## src/rtl/mul_rr_arbiter.sv

```systemverilog
// mul_rr_arbiter: two requesters share one 8x8 unsigned multiplier.
// A round-robin arbiter issues one operation per cycle into an operand
// register. The next cycle the product lands in the owner's response slot.
// Each requester may have only one operation in flight at a time.
module mul_rr_arbiter (
    input  logic        clk,
    input  logic        rst,
    input  logic        req0_valid,
    output logic        req0_ready,
    input  logic [7:0]  req0_a,
    input  logic [7:0]  req0_b,
    output logic        rsp0_valid,
    input  logic        rsp0_ready,
    output logic [15:0] rsp0_p,
    input  logic        req1_valid,
    output logic        req1_ready,
    input  logic [7:0]  req1_a,
    input  logic [7:0]  req1_b,
    output logic        rsp1_valid,
    input  logic        rsp1_ready,
    output logic [15:0] rsp1_p,
    output logic        busy
);

    logic [1:0]       inflight_q, inflight_d;
    logic             last_grant_q, last_grant_d;
    logic             op_valid_q, op_valid_d;
    logic             op_id_q, op_id_d;
    logic [7:0]       op_a_q, op_a_d;
    logic [7:0]       op_b_q, op_b_d;
    logic [1:0]       rsp_valid_q, rsp_valid_d;
    logic [1:0][15:0] rsp_p_q, rsp_p_d;

    logic [1:0]       eligible;
    logic [1:0]       grant;
    logic [1:0]       rsp_hs;
    logic [15:0]      product;

    // Round-robin grant: on a tie the requester not granted last wins; no grant in reset.
    always_comb begin
        eligible = {req1_valid & ~inflight_q[1], req0_valid & ~inflight_q[0]};
        grant    = 2'b00;
        if (!rst) begin
            if (eligible == 2'b11) begin
                grant = last_grant_q ? 2'b01 : 2'b10;
            end else begin
                grant = eligible;
            end
        end
    end

    // The single shared multiplier evaluates whatever sits in the operand register.
    assign product = 16'(op_a_q) * 16'(op_b_q);
    assign rsp_hs  = rsp_valid_q & {rsp1_ready, rsp0_ready};

    // Next-state: issue into the operand register, drain it into the owner's response slot.
    always_comb begin
        // NOTE: every _d takes a default before any condition, so no path leaves it unassigned and no latch is inferred.
        inflight_d   = (inflight_q | grant) & ~rsp_hs;
        last_grant_d = last_grant_q;
        op_valid_d   = |grant;
        op_id_d      = op_id_q;
        op_a_d       = op_a_q;
        op_b_d       = op_b_q;
        rsp_valid_d  = rsp_valid_q & ~rsp_hs;
        rsp_p_d      = rsp_p_q;

        if (|grant) begin
            last_grant_d = grant[1];
            op_id_d      = grant[1];
            op_a_d       = grant[1] ? req1_a : req0_a;
            op_b_d       = grant[1] ? req1_b : req0_b;
        end

        // The owner's slot is always free here because its inflight bit blocks re-issue.
        if (op_valid_q) begin
            rsp_valid_d[op_id_q] = 1'b1;
            rsp_p_d[op_id_q]     = product;
        end
    end

    // Control and response registers, synchronously reset.
    always_ff @(posedge clk) begin
        // NOTE: non-blocking assignments, so every register samples the values from before the edge.
        if (rst) begin
            inflight_q   <= 2'b00;
            last_grant_q <= 1'b1;
            op_valid_q   <= 1'b0;
            rsp_valid_q  <= 2'b00;
            rsp_p_q      <= '0;
        end else begin
            inflight_q   <= inflight_d;
            last_grant_q <= last_grant_d;
            op_valid_q   <= op_valid_d;
            rsp_valid_q  <= rsp_valid_d;
            rsp_p_q      <= rsp_p_d;
        end
    end

    // Operand data registers capture on issue only.
    always_ff @(posedge clk) begin
        // NOTE: these data-only registers are not reset; op_valid_q qualifies every use of them.
        op_id_q <= op_id_d;
        op_a_q  <= op_a_d;
        op_b_q  <= op_b_d;
    end

    assign req0_ready = grant[0];
    assign req1_ready = grant[1];
    assign rsp0_valid = rsp_valid_q[0];
    assign rsp1_valid = rsp_valid_q[1];
    assign rsp0_p     = rsp_p_q[0];
    assign rsp1_p     = rsp_p_q[1];
    assign busy       = |inflight_q;

endmodule

```

## config.mk

```make
export PLATFORM = sky130hd
export DESIGN_NAME = mul_rr_arbiter
export DESIGN_NICKNAME = d
export VERILOG_FILES = /design/src/rtl/mul_rr_arbiter.sv
export SDC_FILE = /design/constraint.sdc
export NUM_CORES = 1
export LEC_CHECK = 0
export ABC_AREA = 1
export ABC_CLOCK_PERIOD_IN_PS = 4180
export BUFFER_PORTS_ARGS = -buffer_cell sky130_fd_sc_hd__buf_2
export CORE_UTILIZATION = 30
export CTS_CLUSTER_SIZE = 20
export DETAILED_ROUTE_END_ITERATION = 16
export PLACE_DENSITY_LB_ADDON = 0.2
export SYNTH_ARGS = -nofsm -noshare
export SYNTH_HDL_FRONTEND = slang
export SYNTH_SLANG_ARGS = --single-unit
```

## constraint.sdc

```tcl
create_clock -name clk -period 4.18 [get_ports clk]
set_clock_uncertainty 0.15 [all_clocks]
set_input_delay 0.209 -clock clk [delete_from_list [all_inputs] [get_ports clk]]
set_output_delay 0.209 -clock clk [all_outputs]
set_load 0.02 [all_outputs]
```

## Yosys cells after proc, flatten, opt, wreduce, memory -nomap -nowiden

Index checks and enable logic that the tools add are counted.

| operators by class | value |
|---|---|
| bitwise gates (word level) | 10 |
| equal/unequal tests | 1 |
| $lt $le $gt $ge | 2 |
| reduce and logical (&&, ||, !) cells | 3 |
| multipliers | 1 |
| mux-type cells | 11 |

Operators by type and width:

| kind | count |
|---|---|
| 32-bit bitwise mux | 1 |
| 16-bit demux with 1-bit select | 1 |
| 8-bit by 8-bit multiplier with 16-bit output | 1 |
| 16-bit two-way mux | 1 |
| 8-bit two-way mux | 2 |
| 2-bit two-way mux | 4 |
| 2-bit AND | 3 |
| 2-bit OR | 2 |
| 2-bit OR reduction | 2 |
| 1-bit AND | 2 |
| 2-bit == test (second input constant) | 1 |
| 1-bit by 2-bit < comparator with 1-bit output (second input constant) | 1 |
| 1-bit NOT | 2 |
| 2-bit NOT | 1 |
| 1-bit demux with 1-bit select | 1 |
| 1-bit greater-or-equal comparator (second input constant) | 1 |
| 1-bit logical AND | 1 |
| 1-bit two-way mux | 1 |

| storage, ports and cells | value |
|---|---|
| register bits | 55 |
| bits of input ports | 38 |
| word-level logic and storage cells | 37 |
| output and inout bits | 37 |

## Longest topological paths before layout

| depth | value |
|---|---|
| word-level depth | 7 |
| mapped depth | 22 |
| depth with buffers taken out | 21 |

## Least setup slack after synthesis

OpenSTA, ideal clock, no wires.

| path | value |
|---|---|
| kind | register to register |
| start point | register op_a_q[0] |
| end point | register rsp_p_q (netlist bit rsp0_p[10]) |
| setup time | 109 ps |
| required time | 3921 ps |
| data arrival time | 3794 ps |
| clock period less this slack | 4053 ps |
| cell stages (with the launch flop) | 21 |
| path buffers | 1 |
| slack | 127 ps |
| cells stage by stage | edfxtp_1 > clkbuf_1 > nand2_1 > fa_1 > fa_1 > inv_1 > fa_1 > inv_1 > fa_1 > inv_1 > ha_1 > nand2_1 > nand2_1 > nand2_1 > nand2_1 > inv_1 > nand2_1 > xnor2_1 > nand2_1 > nand2_1 > inv_1 |

| on the way | value |
|---|---|
| longest elaborated chain between the ends | 2 |

Ends and longest elaborated chain:

| item | RTL line | RTL |
|---|---|---|
| start: declaration | 29 | `logic [7:0] op_a_q, op_a_d;` |
| start signal: assignment | 104 | `op_a_q <= op_a_d;` |
| 8-bit by 8-bit multiplier with 16-bit output | 53 | `assign product = 16'(op_a_q) * 16'(op_b_q);` |
| 32-bit bitwise mux | 78 | `rsp_p_d[op_id_q] = product;` |
| end signal: assignment | 96 | `rsp_p_q <= rsp_p_d;` |
| end: declaration | 32 | `logic [1:0][15:0] rsp_p_q, rsp_p_d;` |

No other way between the ends.
A chain may end at the register's enable or synchronous reset.

## Worst setup path in the final report

| path | value |
|---|---|
| start point | register op_b_q[6] |
| end point | register rsp_p_q (netlist bit rsp0_p[15]) |

| on the way | value |
|---|---|
| longest elaborated chain between the ends | 2 |

Ends and longest elaborated chain:

| item | RTL line | RTL |
|---|---|---|
| start: declaration | 30 | `logic [7:0] op_b_q, op_b_d;` |
| start signal: assignment | 105 | `op_b_q <= op_b_d;` |
| 8-bit by 8-bit multiplier with 16-bit output | 53 |  |
| 32-bit bitwise mux | 78 |  |

No other way between the ends.

==> metrics.csv <==
stage,metric,value,unit
critical_path,worst setup path class,flip-flop to flip-flop,
clock_network,deepest clock path buffer count,2,
logic_synthesis,"Seq/Total Area, Yosys",27.7,%
sta,final setup vio count,0,
power_and_ir_drop,LEAKAGE,3.39,nW
global_route,grt ovf,0,
final_layout,"most common cell after layout, fill and taps aside",nand2_1,
critical_path,critical path arrival,4160,ps
routing,Total Wirelength,10700,µm
routing,Vias/cell,4.36,
placement,IO Port Bufs,74,
die,row count,44,
critical_path,Worst Path Max Fanout,5,
run,max-cap viol count,0,
die,Die H,126,µm
logic_synthesis,post-synthesis net count,749,
final_layout,"commonest cells after routing, fill and taps aside","167 x nand2_1, 146 x inv_1, 74 x buf_2",
clock_network,CTS tree,built,
routing,# DRC,0,
critical_path,reg2reg path depth,17,
global_route,initial antenna violation count,0,
power_and_ir_drop,total power,3.09,mW
die,I/O pin total,75,
clock_network,clk sink count,55,
clock_network,H-tree Lvls,2,
clock_network,Worst-path clk slew,70,ps
sta,final hold vios,0,
sta,PnR worst setup slack,66.7,ps
final_layout,share of cells above drive strength 1,24.3,%
global_route,All-Layer GR Usage,14.7,%
logic_synthesis,Synth area leader,dfxtp_1,
sta,max frequency,243,MHz
placement,Post-Place Cells,896,
logic_synthesis,Synth Register Bits,55,
routing,DR WL/cell,11.7,µm
clock_network,Inserted Clock Buffers,5,
clock_network,Clock Latency Late Sink,300,ps
worst_hold_path,HP Class,input pin to flip-flop,
sta,Slew HR,24.2,%
logic_synthesis,"Cell Area, Synth",4580,µm²
logic_synthesis,Synth top area share,16.6,%
critical_path,CP startpoint kind,flip-flop,
final_layout,Nets,842,
sta,RSZ-0062 raised after global routing,true,
die,Initial Utilization,31.2,%
power_and_ir_drop,power per standard cell area,545,nW/µm²
routing,Iter 0 DRT Violations,203,
global_route,vias in the first global route,4098,
clock_network,root buffer cell,clkbuf_16,
placement,Final GP Congestion,0.815,
die,die area,15800,µm²
sta,hold_ws,23.6,ps
routing,Pre-antenna DRT Iters,4,
placement,DP Worst Slack,-185,ps
global_route,first-pass GRT wire length,18600,µm
routing,antenna-violating nets left,0,
final_layout,Ant. Diodes,0,
final_layout,fillers,1518,
die,core area,14700,µm²
sta,Final period util,98.4,%
sta,final slew viol count,0,
power_and_ir_drop,VDD IR max,312,µV
final_layout,final cell count without fillers,917,
placement,HPWL Detailed,8560,µm
global_route,largest net degree at the start of global routing,29,
critical_path,CP Capture Type,flip-flop,
worst_hold_path,Hold Path Stages,3,
logic_synthesis,Mapped Cells,639,
die,Die X,126,µm
run_status,status,"finished, final reports clean",
routing,via count,3995,
sta,fin crit period,4110,ps
logic_synthesis,Syn Area/Cell,7.17,µm²
logic_synthesis,synth top area cells,"dfxtp_1 17%, fa_1 16%, nand2_1 15%",
logic_synthesis,Synth Warn #,0,
sta,actual slew at the worst max-slew pin,1140,ps
final_layout,area delta synth->final,23.8,%
critical_path,WP data required,4230,ps
logic_synthesis,unique cell type count in the Yosys netlist,31,
sequential cells by signal (all words and copies together), names as in the netlist:
register,flops
inflight_q,2
last_grant_q,1
op_a_q,8
op_b_q,8
op_id_q,1
op_valid_q,1
rsp0_p,16
rsp1_p,16
rsp_valid_q,2
path summary, 6_finish.rpt:
kind | from | to | slack (ps)
min reg2reg | rsp_valid_q[0]$_SDFF_PP0_ | inflight_q[0]$_SDFF_PP0_ | 320
max | op_b_q[6]$_DFFE_PP_ | rsp0_p[15]$_SDFFE_PP0P_ | 70
max reg2reg | op_b_q[6]$_DFFE_PP_ | rsp0_p[15]$_SDFFE_PP0P_ | 70
min | req1_b[2] | op_b_q[2]$_DFFE_PP_ | 20
routing by layer:
| metal | wire (µm) | global-route usage [%] |
|---|---|---|
| met4 | 181 | 4.38 |
| met5 | 0 | 0 |
| met2 | 4980 | 24.9 |
| met1 | 5250 | 19.5 |
| met3 | 338 | 2.00 |
cells by family after synthesis:
group / synth area share, %
flip-flops: 27.7
AO/OA/AOI/OAI: 4.56
buffers and inverters: 15.9
AND/OR/NAND/NOR: 25.3
adder cells (fa/ha/maj): 25.5
XOR/XNOR: 0.955
layout make-up:
type	count	area [µm²]	area share, %
inverters	157	589	10.4
flip-flops and latches	55	1270	22.4
multi-input cells	401	2770	48.8
well taps	184	230	4.06
clock buffers	6	139	2.45
clock inverters	2	16.3	0.287
repair buffers	112	661	11.6
metrics by stage:
step / utilization, % / TNS [ps] / instance area, µm²
finish: 38.6 / 0 / 5670
global route: 38.6 / -1380 / 5670
CTS: 37.7 / 0 / 5540
detailed placement: 35.6 / -826 / 5230
floorplan: - / 0 / 4580
global placement: 35.6 / -886 / 5230
critical path, stage by stage (launching register included):
cell      delay (ps)
edfxtp_1         460
buf_4            150
buf_4            110
nand2_1           70
fa_1             500
inv_1             50
fa_1             510
fa_1             500
ha_1             310
ha_2             380
nand2_2           90
nor2_2           160
and2_4           150
nand2_2           40
nand4_1          110
nand3_1           90
nand2_1          120
inv_1             40
where the power goes:
group | switching [mW] | total (mW) | internal (mW)
clock network | 0.197 | 0.437 | 0.240
logic | 1.16 | 2.01 | 0.848
registers | 0.0379 | 0.645 | 0.607
cells in the mapped netlist, drive strengths merged:
master,count
xnor2,1
a21o,2
nand4,5
dlymetal6s2s,1
ha,36
nand3,29
and2,1
o211ai,1
nand2,189
and3,1
buf,9
fa,36
inv,157
edfxtp,17
o21ai,18
xor2,4
dfxtp,38
nor2,62
a221oi,1
a21oi,15
clkbuf,16
what timing repair did:
action	4_1_cts	5_1_grt
endpoints found under the hold margin	2	0
setup endpoints to repair	15	18
cloned	0	0
hold buffers	2	0
resized for setup	11	40
buffers inserted	8	3
pin swaps	15	32
Note: power is estimated with default switching activity, not from simulation.
